`config.mk`:
```
export PLATFORM = sky130hd
export DESIGN_NAME = pipe_mult_wt_flat
export DESIGN_NICKNAME = d
export VERILOG_FILES = /design/src/rtl/pipe_mult_wt_if.sv /design/src/rtl/pipe_mult_wt.sv /design/src/flat_wrapper.sv
export SDC_FILE = /design/constraint.sdc
export NUM_CORES = 1
export LEC_CHECK = 0
export BUFFER_PORTS_ARGS = -buffer_cell sky130_fd_sc_hd__buf_2
export CORE_MARGIN = 8
export CORE_UTILIZATION = 44
export DETAILED_ROUTE_END_ITERATION = 10
export MAX_ROUTING_LAYER = met4
export SLEW_MARGIN = 0
export SYNTH_ARGS = -nofsm -noshare
export SYNTH_HDL_FRONTEND = slang
export SYNTH_SLANG_ARGS = --single-unit
```
`constraint.sdc`:
```
create_clock -name clk -period 26.2 [get_ports clk]
set_input_delay 6.55 -clock clk [delete_from_list [all_inputs] [get_ports clk]]
set_output_delay 6.55 -clock clk [all_outputs]
set_load 0.005 [all_outputs]
```
`src/rtl/pipe_mult_wt_if.sv`:
```
// Operand/result handshake bundle for pipe_mult_wt: valid/ready on the operand side
// and on the product side.
interface pipe_mult_wt_if #(
  parameter int WIDTH = 16
);
  logic                 in_valid;
  logic                 in_ready;
  logic [WIDTH-1:0]     a;
  logic [WIDTH-1:0]     b;
  logic                 signed_mode;
  logic                 out_valid;
  logic                 out_ready;
  logic [2*WIDTH-1:0]   out;

  modport master (
    output in_valid, a, b, signed_mode, out_ready,
    input  in_ready, out_valid, out
  );

  modport slave (
    input  in_valid, a, b, signed_mode, out_ready,
    output in_ready, out_valid, out
  );
endinterface

```
`src/rtl/pipe_mult_wt.sv`:
```
// Pipelined WIDTH x WIDTH multiplier (signed or unsigned per pair): Wallace-tree carry-save
// reduction spread over STAGES register banks, final carry-propagate add into the output bank.
module pipe_mult_wt #(
  parameter int WIDTH  = 16,
  parameter int STAGES = 3
) (
  input logic           clk,
  input logic           rst_n,
  pipe_mult_wt_if.slave bus
);
  localparam int P  = 2 * WIDTH;
  localparam int R0 = WIDTH + 1;

  function automatic int next_rows(int n);
    return (n / 3) * 2 + (n % 3);
  endfunction

  function automatic int rows_at(int lv);
    int n = R0;
    for (int i = 0; i < lv; i++) n = next_rows(n);
    return n;
  endfunction

  function automatic int num_levels();
    int n = R0;
    int l = 0;
    for (int i = 0; i < 64; i++) begin
      if (n > 2) begin
        n = next_rows(n);
        l++;
      end
    end
    return l;
  endfunction

  localparam int NL = num_levels();

  // Register bank k (1..STAGES-1) sits after level (k*(NL+1))/STAGES; the last bank is out.
  function automatic int regs_after(int lv);
    int c = 0;
    for (int k = 1; k < STAGES; k++) begin
      if ((k * (NL + 1)) / STAGES == lv) c++;
    end
    return c;
  endfunction

  logic               en;
  logic [STAGES-1:0]  vld;
  logic               last_in;
  logic [P-1:0]       a_ext;
  logic [P-1:0]       sum;
  logic [P-1:0]       out_r;

  assign en            = bus.out_ready | ~bus.out_valid;
  assign bus.in_ready  = rst_n & en;
  assign bus.out_valid = vld[STAGES-1];
  assign bus.out       = out_r;

  always_ff @(posedge clk or negedge rst_n) begin
    if (!rst_n) begin
      vld <= '0;
    end else if (en) begin
      vld[0] <= bus.in_valid;
      for (int i = 1; i < STAGES; i++) vld[i] <= vld[i-1];
    end
  end

  if (STAGES == 1) begin : g_last1
    assign last_in = bus.in_valid;
  end else begin : g_lastn
    assign last_in = vld[STAGES-2];
  end

  assign a_ext = bus.signed_mode ? {{WIDTH{bus.a[WIDTH-1]}}, bus.a} : {{WIDTH{1'b0}}, bus.a};

  for (genvar j = 0; j <= NL; j++) begin : lvl
    localparam int N = rows_at(j);
    localparam int D = regs_after(j);
    logic [N*P-1:0] c;
    logic [N*P-1:0] q;

    if (j == 0) begin : g_pp
      // Signed mode: the multiplier MSB has weight -2^(W-1), so its row is negated
      // as ~row plus a +1 carried in the extra correction row.
      always_comb begin
        c = '0;
        for (int i = 0; i < WIDTH - 1; i++) begin
          if (bus.b[i]) c[i*P +: P] = a_ext << i;
        end
        if (bus.b[WIDTH-1])
          c[(WIDTH-1)*P +: P] = bus.signed_mode ? ~(a_ext << (WIDTH-1)) : (a_ext << (WIDTH-1));
        c[WIDTH*P] = bus.signed_mode & bus.b[WIDTH-1];
      end
    end else begin : g_csa
      localparam int M = rows_at(j - 1);
      localparam int G = M / 3;
      for (genvar g = 0; g < G; g++) begin : g_fa
        logic [P-1:0] x, y, z;
        assign x = lvl[j-1].q[(3*g)*P +: P];
        assign y = lvl[j-1].q[(3*g+1)*P +: P];
        assign z = lvl[j-1].q[(3*g+2)*P +: P];
        assign c[(2*g)*P +: P]   = x ^ y ^ z;
        assign c[(2*g+1)*P +: P] = ((x & y) | (x & z) | (y & z)) << 1;
      end
      if (M % 3 == 2) begin : g_ha
        logic [P-1:0] x, y;
        assign x = lvl[j-1].q[(3*G)*P +: P];
        assign y = lvl[j-1].q[(3*G+1)*P +: P];
        assign c[(2*G)*P +: P]   = x ^ y;
        assign c[(2*G+1)*P +: P] = (x & y) << 1;
      end else if (M % 3 == 1) begin : g_pass
        assign c[(2*G)*P +: P] = lvl[j-1].q[(3*G)*P +: P];
      end
    end

    for (genvar k = 0; k < D; k++) begin : g_dly
      logic [N*P-1:0] r;
      if (k == 0) begin : g_first
        always_ff @(posedge clk) if (en) r <= c;
      end else begin : g_next
        always_ff @(posedge clk) if (en) r <= g_dly[k-1].r;
      end
    end

    if (D == 0) begin : g_comb
      assign q = c;
    end else begin : g_reg
      assign q = g_dly[D-1].r;
    end
  end

  assign sum = lvl[NL].q[0 +: P] + lvl[NL].q[P +: P];

  // Only load on a valid result so out never picks up unreset pipeline contents.
  always_ff @(posedge clk or negedge rst_n) begin
    if (!rst_n) out_r <= '0;
    else if (en && last_in) out_r <= sum;
  end
endmodule

```
`src/flat_wrapper.sv`:
```
// flat-port wrapper written by rule: the top's interface ports become plain ports
module pipe_mult_wt_flat 
#(
  parameter int WIDTH  = 16,
  parameter int STAGES = 3
)
  (clk, rst_n, bus_in_valid, bus_a, bus_b, bus_signed_mode, bus_out_ready, bus_in_ready, bus_out_valid, bus_out);
  pipe_mult_wt_if #(.WIDTH(WIDTH)) bus_i ();
  input logic clk;
  input logic rst_n;
  input wire logic [$bits(bus_i.in_valid)-1:0] bus_in_valid;
  input wire logic [$bits(bus_i.a)-1:0] bus_a;
  input wire logic [$bits(bus_i.b)-1:0] bus_b;
  input wire logic [$bits(bus_i.signed_mode)-1:0] bus_signed_mode;
  input wire logic [$bits(bus_i.out_ready)-1:0] bus_out_ready;
  output wire logic [$bits(bus_i.in_ready)-1:0] bus_in_ready;
  output wire logic [$bits(bus_i.out_valid)-1:0] bus_out_valid;
  output wire logic [$bits(bus_i.out)-1:0] bus_out;
  assign bus_i.in_valid = bus_in_valid;
  assign bus_i.a = bus_a;
  assign bus_i.b = bus_b;
  assign bus_i.signed_mode = bus_signed_mode;
  assign bus_i.out_ready = bus_out_ready;
  assign bus_in_ready = bus_i.in_ready;
  assign bus_out_valid = bus_i.out_valid;
  assign bus_out = bus_i.out;
  pipe_mult_wt #(.WIDTH(WIDTH), .STAGES(STAGES)) u_core (.clk(clk), .rst_n(rst_n), .bus(bus_i));
endmodule
```
==> results of run 1 <==
## state kept, by name, indices dropped and copies added, names as in the netlist
signal / flops
u_core.bus.out: 32
u_core.vld: 3
u_core.lvl.g_dly.r: 265
## area by class of cell
type | count | area, um2
multi-input combinational | 946 | 9940
sequential | 300 | 8830
antenna | 1 | 2.50
tap | 600 | 751
fill | 4006 | 23100
timing repair buffer | 73 | 373
clock inverter | 12 | 161
clock buffer | 48 | 997
inverter | 301 | 1130
## placed cells by master (no fill, tap or decap), drive strengths merged, types with 3 or more instances in the layout
cell,count
o31ai,5
nand2,162
nand2b,7
inv,301
o21a,5
nand4,10
nor3,4
nor2b,3
clkbuf,48
edfxtp,265
a21o,14
a21oi,29
fa,268
dfrtp,35
xnor2,20
bufinv,4
nand3,5
conb,4
nor2,18
and2,177
and3,3
a31oi,4
o2111ai,4
buf,73
xor2,27
ha,100
clkinv,7
a211oi,3
o21ai,45
## critical path, cell delays in order
cell and delay (ns):
buf_2 0.10, nand2b_4 0.52, and2_1 0.38, buf_2 0.12
## cells by family (layout without fill, tap and decap cells)
| kind of cell | count (synthesis) | count (layout) | synth area share, % |
|---|---|---|---|
| and+or+nand+nor | 395 | 395 | 10.1 |
| other | 1 | 5 | 0.0186 |
| AOI/OAI and AO/OA | 130 | 130 | 4.13 |
| buffers and inverters | 362 | 434 | 7.00 |
| xor gates and xnor gates | 47 | 47 | 2.04 |
| DFF | 300 | 300 | 43.8 |
| muxes | 2 | 2 | 0.112 |
| adders and majority gates | 368 | 368 | 32.8 |
## through the flow
step	utilization (%)	setup WS (ns)	std cells	area, um2	hold slack (ns)
floorplan	-	5.03	1608	20200	0.400
global placement	46.4	11.91	2220	21000	0.403
detailed placement	46.4	11.92	2220	21000	0.407
CTS	49.0	11.92	2280	22200	0.421
global route	49.0	11.85	2281	22200	0.429
finish	49.0	11.97	2281	22200	0.420
## metal layers
layer / global-route usage, % / up-vias / share of wire [%]
met4: 4.00 / 0 / 2.0
met3: 3.08 / 56 / 4.9
met5: - / - / 0
met2: 23.6 / 238 / 45
li1: - / 5185 / -
met1: 21.5 / 5618 / 48
## final timing paths
check	cells after the start	endpoint	slack (ns)
min reg2reg	0	u_core.lvl[4].g_dly[0].r[2]	0.42
max in group asynchronous	1	u_core.vld[1]	19.63
max reg2reg	12	u_core.bus.out[28]	22.60
max	4	bus_in_ready	11.97
min	0	u_core.lvl[4].g_dly[0].r[2]	0.42
min in group asynchronous	1	u_core.bus.out[3]	6.08
==> results by group, run 1 <==
Clock tree
  • Cts bufs inserted: 35
  • Post-cts hold buffer count: 0
  • Clk pin slew, worst setup/hold paths: 0.06 ns
  • Clock Tree Buf Depth: 3
  • PostCTS Resize Cnt: 0
  • Root Buffer: clkbuf_16
  • Skew-Pair Late Insertion Delay: 0.53 ns
  • H-tree Lvls: 2
  • CTS tree: yes
  • Setup Fix Bufs, Post-CTS: 0
  • Clock Sinks: 300

STA
  • Fmax: 0.0703 GHz
  • Final setup violation count: 0
  • Worst Max-Slew Pin Slew: 1.13 ns
  • RSZ-0062 raised after global routing: no
  • Slew headroom: 25.0%
  • Period utilisation layout: 54.3%
  • Final min period: 14.23 ns
  • Skew final: 0.0159 ns
  • Pins Over Slew Limit: 0
  • Setup TNS: 0 ns
  • Hold Vio Cnt, Final: 0

Yosys
  • Dominant cells by area after synthesis: edfxtp_1, fa_1, ha_1, inv_1, and2_1
  • Most frequent cell after synthesis: inv_1
  • Yosys cell types: 64
  • Ys async rst share: 11.7%
  • Yosys reg bits: 300
  • Yosys warns: 0
  • Post-synth EDFFs: 265
  • Yosys top cell by area: edfxtp_1
  • Top cells by count, synth: inv_1, fa_1, edfxtp_1, and2_1, nand2_1
  • Post-synthesis cell count: 1,605
  • Register area share after synthesis: 43.8%
  • Syn_area_per_cell: 12.6 um2
  • Top_reg_cell synth: edfxtp_1
  • Synth top area share: 39.5%
  • Cell area after synthesis: 0.0202 mm2

Job
  • Max_cap viols: 0

Status
  • Status: completed

Routing
  • Initial detailed-routing violation count: 630
  • Post-DRT Antenna Nets: 0
  • Routed wire length: 38,900 um
  • Via density: 4.86
  • DR DRC count: 0
  • DR WL/cell: 17.0 um
  • Vias after detailed routing: 11,100
  • Drt first pass iters: 4

Setup path
  • CP Class: primary input to output pin
  • Worst Setup End Kind: output pin
  • Startpoint types: primary input
  • Worst-path maximum fanout: 69
  • Reg2reg start: u_core.lvl[4].g_dly[0].r[47]
  • Arrival time of the worst setup path: 7.68 ns
  • Data required time of the worst path: 19.65 ns
  • Crit path from: bus_out_ready

Placement
  • IO buf count: 70
  • GPL Wtd Cong: 0.849
  • Placed wire-length estimate: 29,800 um

Min path
  • Class of the worst hold path: flop to flop
  • Hold Startpoint: u_core.lvl[2].g_dly[0].r[2]

Global route
  • First-pass GRT wire length: 64,200 um
  • Total track usage: 15.6%
  • Total global routing overflow: 0
  • Vias in the first global route: 12,000
  • Largest net degree at the start of global routing: 88
  • Antenna violations before repair: 1

Die
  • Initial Util: 44.5%
  • DIE HEIGHT: 230 um
  • FP Rows: 78
  • Die X: 230 um
  • Die ar.: 0.0529 mm2
  • Core ar.: 0.0453 mm2
  • Ports: 71

Final layout
  • Share of layout cells above drive strength 1: 8.21%
  • Area grow syn2layout: 10.0%
  • Final net count: 2,062
Power of run 1 is not shown: default switching activity piles up to over one toggle a cycle in this logic, so the estimate is an artifact.
==> run 2: changes to the inputs <==
--- a/config.mk
+++ b/config.mk
@@ -5,6 +5,7 @@
 export SDC_FILE = /design/constraint.sdc
 export NUM_CORES = 1
 export LEC_CHECK = 0
+export ABC_AREA = 1
 export BUFFER_PORTS_ARGS = -buffer_cell sky130_fd_sc_hd__buf_2
 export CORE_MARGIN = 8
 export CORE_UTILIZATION = 44
==> constraint.sdc (replaced) <==
create_clock -name clk -period 11.9 [get_ports clk]
set_input_delay 2.975 -clock clk [delete_from_list [all_inputs] [get_ports clk]]
set_output_delay 2.975 -clock clk [all_outputs]
set_load 0.005 [all_outputs]
==> run 2 against run 1 <==
Against the previous run:
- core utilization is 0.49 points lower
- largest cell class unchanged
- first-iteration DRC count is 11% higher
- cell count is 18% higher
==> results by group, run 2 <==
Yosys
  • Yosys warns: 0 (unchanged)
  • Post-synthesis cell count: 2,017 (was 1,605)
  • Ys async rst share: 11.7% (unchanged)
  • Syn_area_per_cell: 10.4 um2 (was 12.6 um2)
  • Synth top area share: 38.0% (was 39.5%)
  • Yosys reg bits: 300 (unchanged)
  • Dominant cells by area after synthesis: edfxtp_1, fa_1, inv_1, nand2_1, ha_1 (was edfxtp_1, fa_1, ha_1, inv_1, and2_1)
  • Yosys cell types: 31 (was 64)
  • Cell area after synthesis: 0.0209 mm2 (was 0.0202 mm2)
  • Yosys top cell by area: edfxtp_1 (unchanged)
  • Post-synth EDFFs: 265 (unchanged)
  • Most frequent cell after synthesis: inv_1 (unchanged)
  • Register area share after synthesis: 42.2% (was 43.8%)
  • Top cells by count, synth: inv_1, nand2_1, fa_1, edfxtp_1, ha_1 (was inv_1, fa_1, edfxtp_1, and2_1, nand2_1)
  • Top_reg_cell synth: edfxtp_1 (unchanged)

Die
  • Core ar.: 0.0473 mm2 (was 0.0453 mm2)
  • Die X: 234 um (was 230 um)
  • DIE HEIGHT: 234 um (was 230 um)
  • Die ar.: 0.0548 mm2 (was 0.0529 mm2)
  • Ports: 71 (unchanged)
  • FP Rows: 80 (was 78)
  • Initial Util: 44.2% (was 44.5%)

Final layout
  • Fin cells: 2,698 (was 2,281)
  • Number of flip-flops in the largest register: 265 (unchanged)
  • Commonest non-fill, non-tap cells in the layout: inv_1, nand2_1, fa_1 (was inv_1, fa_1, edfxtp_1)
  • Commonest non-fill, non-tap cell in the layout: inv_1 (unchanged)
  • Final net count: 2,462 (was 2,062)
  • Share of layout cells above drive strength 1: 7.83% (was 8.21%)
  • Final instance area: 0.0230 mm2 (was 0.0222 mm2)
  • Area grow syn2layout: 9.72% (was 10.0%)
  • Register bank with the most flops: u_core.lvl.g_dly.r (unchanged)

Global route
  • Vias in the first global route: 13,500 (was 12,000)
  • Total global routing overflow: 0 (unchanged)
  • First-pass GRT wire length: 69,200 um (was 64,200 um)
  • Antenna violations before repair: 1 (unchanged)
  • Total track usage: 16.5% (was 15.6%)
  • Largest net degree at the start of global routing: 127 (was 88)

Setup path
  • Worst-path maximum fanout: 36 (was 69)
  • CP Class: primary input to output pin (unchanged)
  • Worst Setup End Kind: output pin (unchanged)
  • CP top delay family: buffers and inverters (was simple AND/OR/NAND/NOR gates)
  • Cell repeated most along the worst path: buf_2 (unchanged)
  • Arrival time of the worst setup path: 3.92 ns (was 7.68 ns)
  • Slowest CP cell: buf_2 (was nand2b_4)
  • Bufs and invs on worst path: 3 (was 2)
  • Startpoint types: primary input (unchanged)
  • Critical Path Max Stage Delay: 0.58 ns (was 0.52 ns)
  • Crit path cell chain: buf_2 > inv_1 > nor2_1 > buf_2 (was buf_2 > nand2b_4 > and2_1 > buf_2)
  • Data required time of the worst path: 8.93 ns (was 19.65 ns)

Routing
  • Vias after detailed routing: 12,500 (was 11,100)
  • Post-DRT Antenna Nets: 0 (unchanged)
  • DR DRC count: 0 (unchanged)
  • DR WL/cell: 15.5 um (was 17.0 um)
  • Routed wire length: 41,900 um (was 38,900 um)
  • Via density: 4.64 (was 4.86)
  • Initial detailed-routing violation count: 702 (was 630)
  • Drt first pass iters: 7 (was 4)

Clock tree
  • Post-cts hold buffer count: 0 (unchanged)
  • Cts bufs inserted: 35 (unchanged)
  • Setup Fix Bufs, Post-CTS: 0 (unchanged)
  • CTS tree: yes (unchanged)
  • Root Buffer: clkbuf_16 (unchanged)
  • H-tree Lvls: 2 (unchanged)
  • Clock Sinks: 300 (unchanged)
  • Skew-Pair Late Insertion Delay: 0.54 ns (was 0.53 ns)
  • Clock Tree Buf Depth: 3 (unchanged)
  • Clk pin slew, worst setup/hold paths: 0.05 ns (was 0.06 ns)
  • PostCTS Resize Cnt: 0 (unchanged)

STA
  • Slew headroom: 25.4% (was 25.0%)
  • Skew final: 0.0196 ns (was 0.0159 ns)
  • RSZ-0062 raised after global routing: no (unchanged)
  • Hold Vio Cnt, Final: 0 (unchanged)
  • Worst Max-Slew Pin Slew: 1.12 ns (was 1.13 ns)
  • Setup TNS: 0 ns (unchanged)
  • Final setup violation count: 0 (unchanged)
  • Pins Over Slew Limit: 0 (unchanged)
  • Period utilisation layout: 58.0%
  • Fmax: 0.145 GHz
  • Final setup margin: 5.00 ns (was 11.97 ns)
  • Final min period: 6.90 ns

Placement
  • Placed cell count: 2,635 (was 2,220)
  • IO buf count: 70 (unchanged)
  • Placed wire-length estimate: 32,300 um (was 29,800 um)
  • GPL Wtd Cong: 0.858 (was 0.849)
  • Post-DP Area: 0.0218 mm2 (was 0.0210 mm2)
  • Place WS: 4.95 ns (was 11.92 ns)

Min path
  • Class of the worst hold path: flop to flop (unchanged)

Job
  • Max_cap viols: 0 (unchanged)

Status
  • Status: completed (unchanged)
## run 2: cell count changes after synthesis, moves of 13 or more
| cell | change |
|---|---|
| and2_1 | -175 |
| xor2_1 | -22 |
| inv_1 | +251 |
| nor2_1 | +18 |
| nand3_1 | +37 |
| clkbuf_1 | +16 |
| nand2_1 | +347 |
| a21o_1 | -13 |
## run 2: final timing paths
check	start	end	slack, ns	depth (start not counted)
max	rst_n	bus_in_ready	5.00	4
min	u_core.lvl[2].g_dly[0].r[2]	u_core.lvl[4].g_dly[0].r[2]	0.42	0
max reg2reg	u_core.lvl[4].g_dly[0].r[44]	u_core.bus.out[14]	8.88	12
min reg2reg	u_core.lvl[2].g_dly[0].r[2]	u_core.lvl[4].g_dly[0].r[2]	0.42	0
max in group asynchronous	rst_n	u_core.vld[1]	8.89	1
min in group asynchronous	rst_n	u_core.bus.out[4]	2.51	1
## run 2: layout make-up
type	count	area, um2
multi-input combinational	1086	9710
antenna	1	2.50
clock buffer	42	923
timing repair buffer	73	373
clock inverter	20	231
inverter	561	2110
sequential	300	8830
tap	615	769
fill	4334	24400
## run 2: kinds of logic (layout without fill, tap and decap cells)
| group | after synthesis | after routing | share of synthesized area, % |
|---|---|---|---|
| buffers and inverters | 634 | 696 | 11.4 |
| xor gates and xnor gates | 18 | 18 | 0.753 |
| DFF | 300 | 300 | 42.2 |
| AOI/OAI and AO/OA | 70 | 70 | 1.83 |
| adders and majority gates | 368 | 368 | 31.6 |
| and+or+nand+nor | 626 | 626 | 12.1 |
| other | 1 | 5 | 0.0179 |
## run 2: per-stage QoR
step | hold slack [ns] | utilization (%)
3_5_place_dp | 0.405 | 46.1
6_report | 0.418 | 48.5
5_1_grt | 0.431 | 48.5
4_1_cts | 0.420 | 48.5
3_3_place_gp | 0.403 | 46.1
2_1_floorplan | 0.400 | -
## run 2: per-layer routing
metal  up-vias  GRT usage [%]  part of all wire (%)
li1       6045              -                     -
met1      6160           21.7                    47
met2       247           26.3                    47
met3        67           2.75                   4.5
met4         0           5.00                   2.3
met5         -              -                     0
Power of run 2 is left out for the same reason.
==> run 3: changes to the inputs <==
==> constraint.sdc (replaced) <==
create_clock -name clk -period 7 [get_ports clk]
set_input_delay 1.75 -clock clk [delete_from_list [all_inputs] [get_ports clk]]
set_output_delay 1.75 -clock clk [all_outputs]
set_load 0.005 [all_outputs]
==> run 3 against run 2 <==
Against the previous run:
- first-iteration DRC count grew 24%
- sequential cell count is the same
- wire length grew 1.1%
- cell count is the same
- critical path depth is the same
- final area shrank 0.21%
- worst hold slack gained 0.0014 ns
- critical endpoint unchanged
==> results by group, run 3 (synthesis gave the netlist of run 2 again) <==
Final layout
  • Number of flip-flops in the largest register: 265 (unchanged)
  • Commonest non-fill, non-tap cells in the layout: inv_1, nand2_1, fa_1 (unchanged)
  • Number of fill cells: 4,373 (was 4,334)
  • Area of the multi-input gates: 0.00971 mm2 (unchanged)
  • Area grow syn2layout: 9.49% (was 9.72%)
  • Utilization after layout: 48.4% (was 48.5%)
  • Register bank with the most flops: u_core.lvl.g_dly.r (unchanged)
  • Commonest non-fill, non-tap cell in the layout: inv_1 (unchanged)
  • Share of layout cells above drive strength 1: 7.93% (was 7.83%)
  • FF+latch area: 0.00883 mm2 (unchanged)
  • Final net count: 2,462 (unchanged)

Setup path
  • Worst-path maximum fanout: 36 (unchanged)
  • Data required time of the worst path: 5.25 ns (was 8.93 ns)
  • CP top delay family: buffers and inverters (unchanged)
  • Flop2flop setup slack: 3.93 ns (was 8.88 ns)
  • Slowest CP cell: buf_2 (unchanged)
  • Cell repeated most along the worst path: buf_2 (unchanged)
  • Crit path cell chain: buf_2 > inv_1 > nor2_1 > buf_2 (unchanged)
  • Bufs and invs on worst path: 3 (unchanged)
  • CP Class: primary input to output pin (unchanged)
  • Critical Path Max Stage Delay: 0.58 ns (about the same)
  • Worst Setup End Kind: output pin (unchanged)
  • Arrival time of the worst setup path: 2.67 ns (was 3.92 ns)
  • R2r endpoint: u_core.bus.out[30] (was u_core.bus.out[14])
  • Reg2reg start: u_core.lvl[4].g_dly[0].r[100] (was u_core.lvl[4].g_dly[0].r[44])
  • Startpoint types: primary input (unchanged)
  • Worst-case reg-to-reg path depth: 14 (was 12)

Placement
  • Placed wire-length estimate: 32,500 um (was 32,300 um)
  • GPL Wtd Cong: 0.894 (was 0.858)
  • IO buf count: 70 (unchanged)

Die
  • Initial Util: 44.2% (unchanged)
  • FP Rows: 80 (unchanged)
  • Die ar.: 0.0548 mm2 (unchanged)
  • Ports: 71 (unchanged)
  • Core ar.: 0.0473 mm2 (unchanged)
  • DIE HEIGHT: 234 um (unchanged)
  • Die X: 234 um (unchanged)

Clock tree
  • Cts bufs inserted: 35 (unchanged)
  • Setup Fix Bufs, Post-CTS: 0 (unchanged)
  • Root Buffer: clkbuf_16 (unchanged)
  • Clock Tree Buf Depth: 3 (unchanged)
  • PostCTS Resize Cnt: 0 (unchanged)
  • Clk pin slew, worst setup/hold paths: 0.06 ns (was 0.05 ns)
  • Post-cts hold buffer count: 0 (unchanged)
  • H-tree Lvls: 2 (unchanged)
  • Clock Sinks: 300 (unchanged)
  • CTS tree: yes (unchanged)
  • Skew-Pair Late Insertion Delay: 0.55 ns (was 0.54 ns)

Routing
  • DR WL/cell: 15.7 um (was 15.5 um)
  • DR DRC count: 0 (unchanged)
  • Post-DRT Antenna Nets: 0 (unchanged)
  • Initial detailed-routing violation count: 869 (was 702)
  • Drt first pass iters: 6 (was 7)
  • Routed wire length: 42,400 um (was 41,900 um)
  • Vias after detailed routing: 12,500 (about the same)
  • Via density: 4.63 (was 4.64)

STA
  • Setup TNS: 0 ns (unchanged)
  • Slew headroom: 30.3% (was 25.4%)
  • Worst Max-Slew Pin Slew: 1.05 ns (was 1.12 ns)
  • Final min period: 4.42 ns
  • Fmax: 0.226 GHz
  • Final setup violation count: 0 (unchanged)
  • RSZ-0062 raised after global routing: no (unchanged)
  • Pins Over Slew Limit: 0 (unchanged)
  • Skew final: 0.0195 ns (was 0.0196 ns)
  • Hold Vio Cnt, Final: 0 (unchanged)
  • Period utilisation layout: 63.1%

Min path
  • Hold path cells: 0 (unchanged)
  • Hold Startpoint: u_core.lvl[2].g_dly[0].r[0] (was u_core.lvl[2].g_dly[0].r[2])
  • Min-Delay Endpoint: u_core.lvl[4].g_dly[0].r[0] (was u_core.lvl[4].g_dly[0].r[2])
  • Class of the worst hold path: flop to flop (unchanged)

Global route
  • Total global routing overflow: 0 (unchanged)
  • First-pass GRT wire length: 69,800 um (was 69,200 um)
  • Total track usage: 16.7% (was 16.5%)
  • Vias in the first global route: 13,400 (was 13,500)
  • Antenna violations before repair: 3 (was 1)
  • Largest net degree at the start of global routing: 181 (was 127)

Job
  • Max_cap viols: 0 (unchanged)

Status
  • Status: completed (unchanged)
[run 3: worst register-to-register path: stages (launching register included)]
cell      delay (ns)
edfxtp_1        0.48
inv_1           0.18
fa_1            0.52
inv_1           0.04
ha_1            0.28
ha_1            0.41
nand2_1         0.14
nor2_1          0.18
nand3_1         0.10
nand3_1         0.18
nand2_1         0.13
nand2_1         0.09
nand2_1         0.05
nand3_1         0.11
nand2_1         0.07
[run 3: cell type report]
class                           instances  share of cell area, %
Clock inverter                         18                  0.590
Clock buffer                           42                   4.18
Tap cell                              615                   3.36
Antenna cell                            3                 0.0328
Sequential cell                       300                   38.6
Inverter                              561                   9.21
Multi-Input combinational cell       1086                   42.4
Timing Repair Buffer                   73                   1.68
[run 3: routing by layer]
metal	routed length [um]	vias to the layer above	share of wire [%]	track usage (%)
li1	-	6053	-	-
met1	19400	6115	46	21.9
met2	19600	258	46	26.1
met3	2120	70	5.0	2.77
met4	1200	0	2.8	6.18
met5	0	-	0	-
[run 3: per-stage QoR]
stage | instance area, um2 | hold WS, ns | cells | worst slack, ns
final | 22900 | 0.420 | 2698 | 2.58
after global routing | 22900 | 0.423 | 2698 | 2.36
after CTS | 22900 | 0.420 | 2695 | 2.53
after detailed placement | 21800 | 0.406 | 2635 | 2.53
after global placement | 21800 | 0.402 | 2635 | 2.52
after floorplan | 20900 | 0.400 | 2020 | 0.481
[run 3: how the worst max path moves through the flow]
stage                              from                          end  slack, ns  cells past startpoint
after global routing              rst_n                 bus_in_ready       2.36                      4
after global placement            rst_n                 bus_in_ready       2.52                      4
final                             rst_n                 bus_in_ready       2.58                      4
after CTS                         rst_n                 bus_in_ready       2.53                      4
after floorplan           bus_out_ready  u_core.lvl[2].g_dly[0].r[0]       0.48                      2
after detailed placement          rst_n                 bus_in_ready       2.53                      4
Power of run 3 is left out for the same reason.
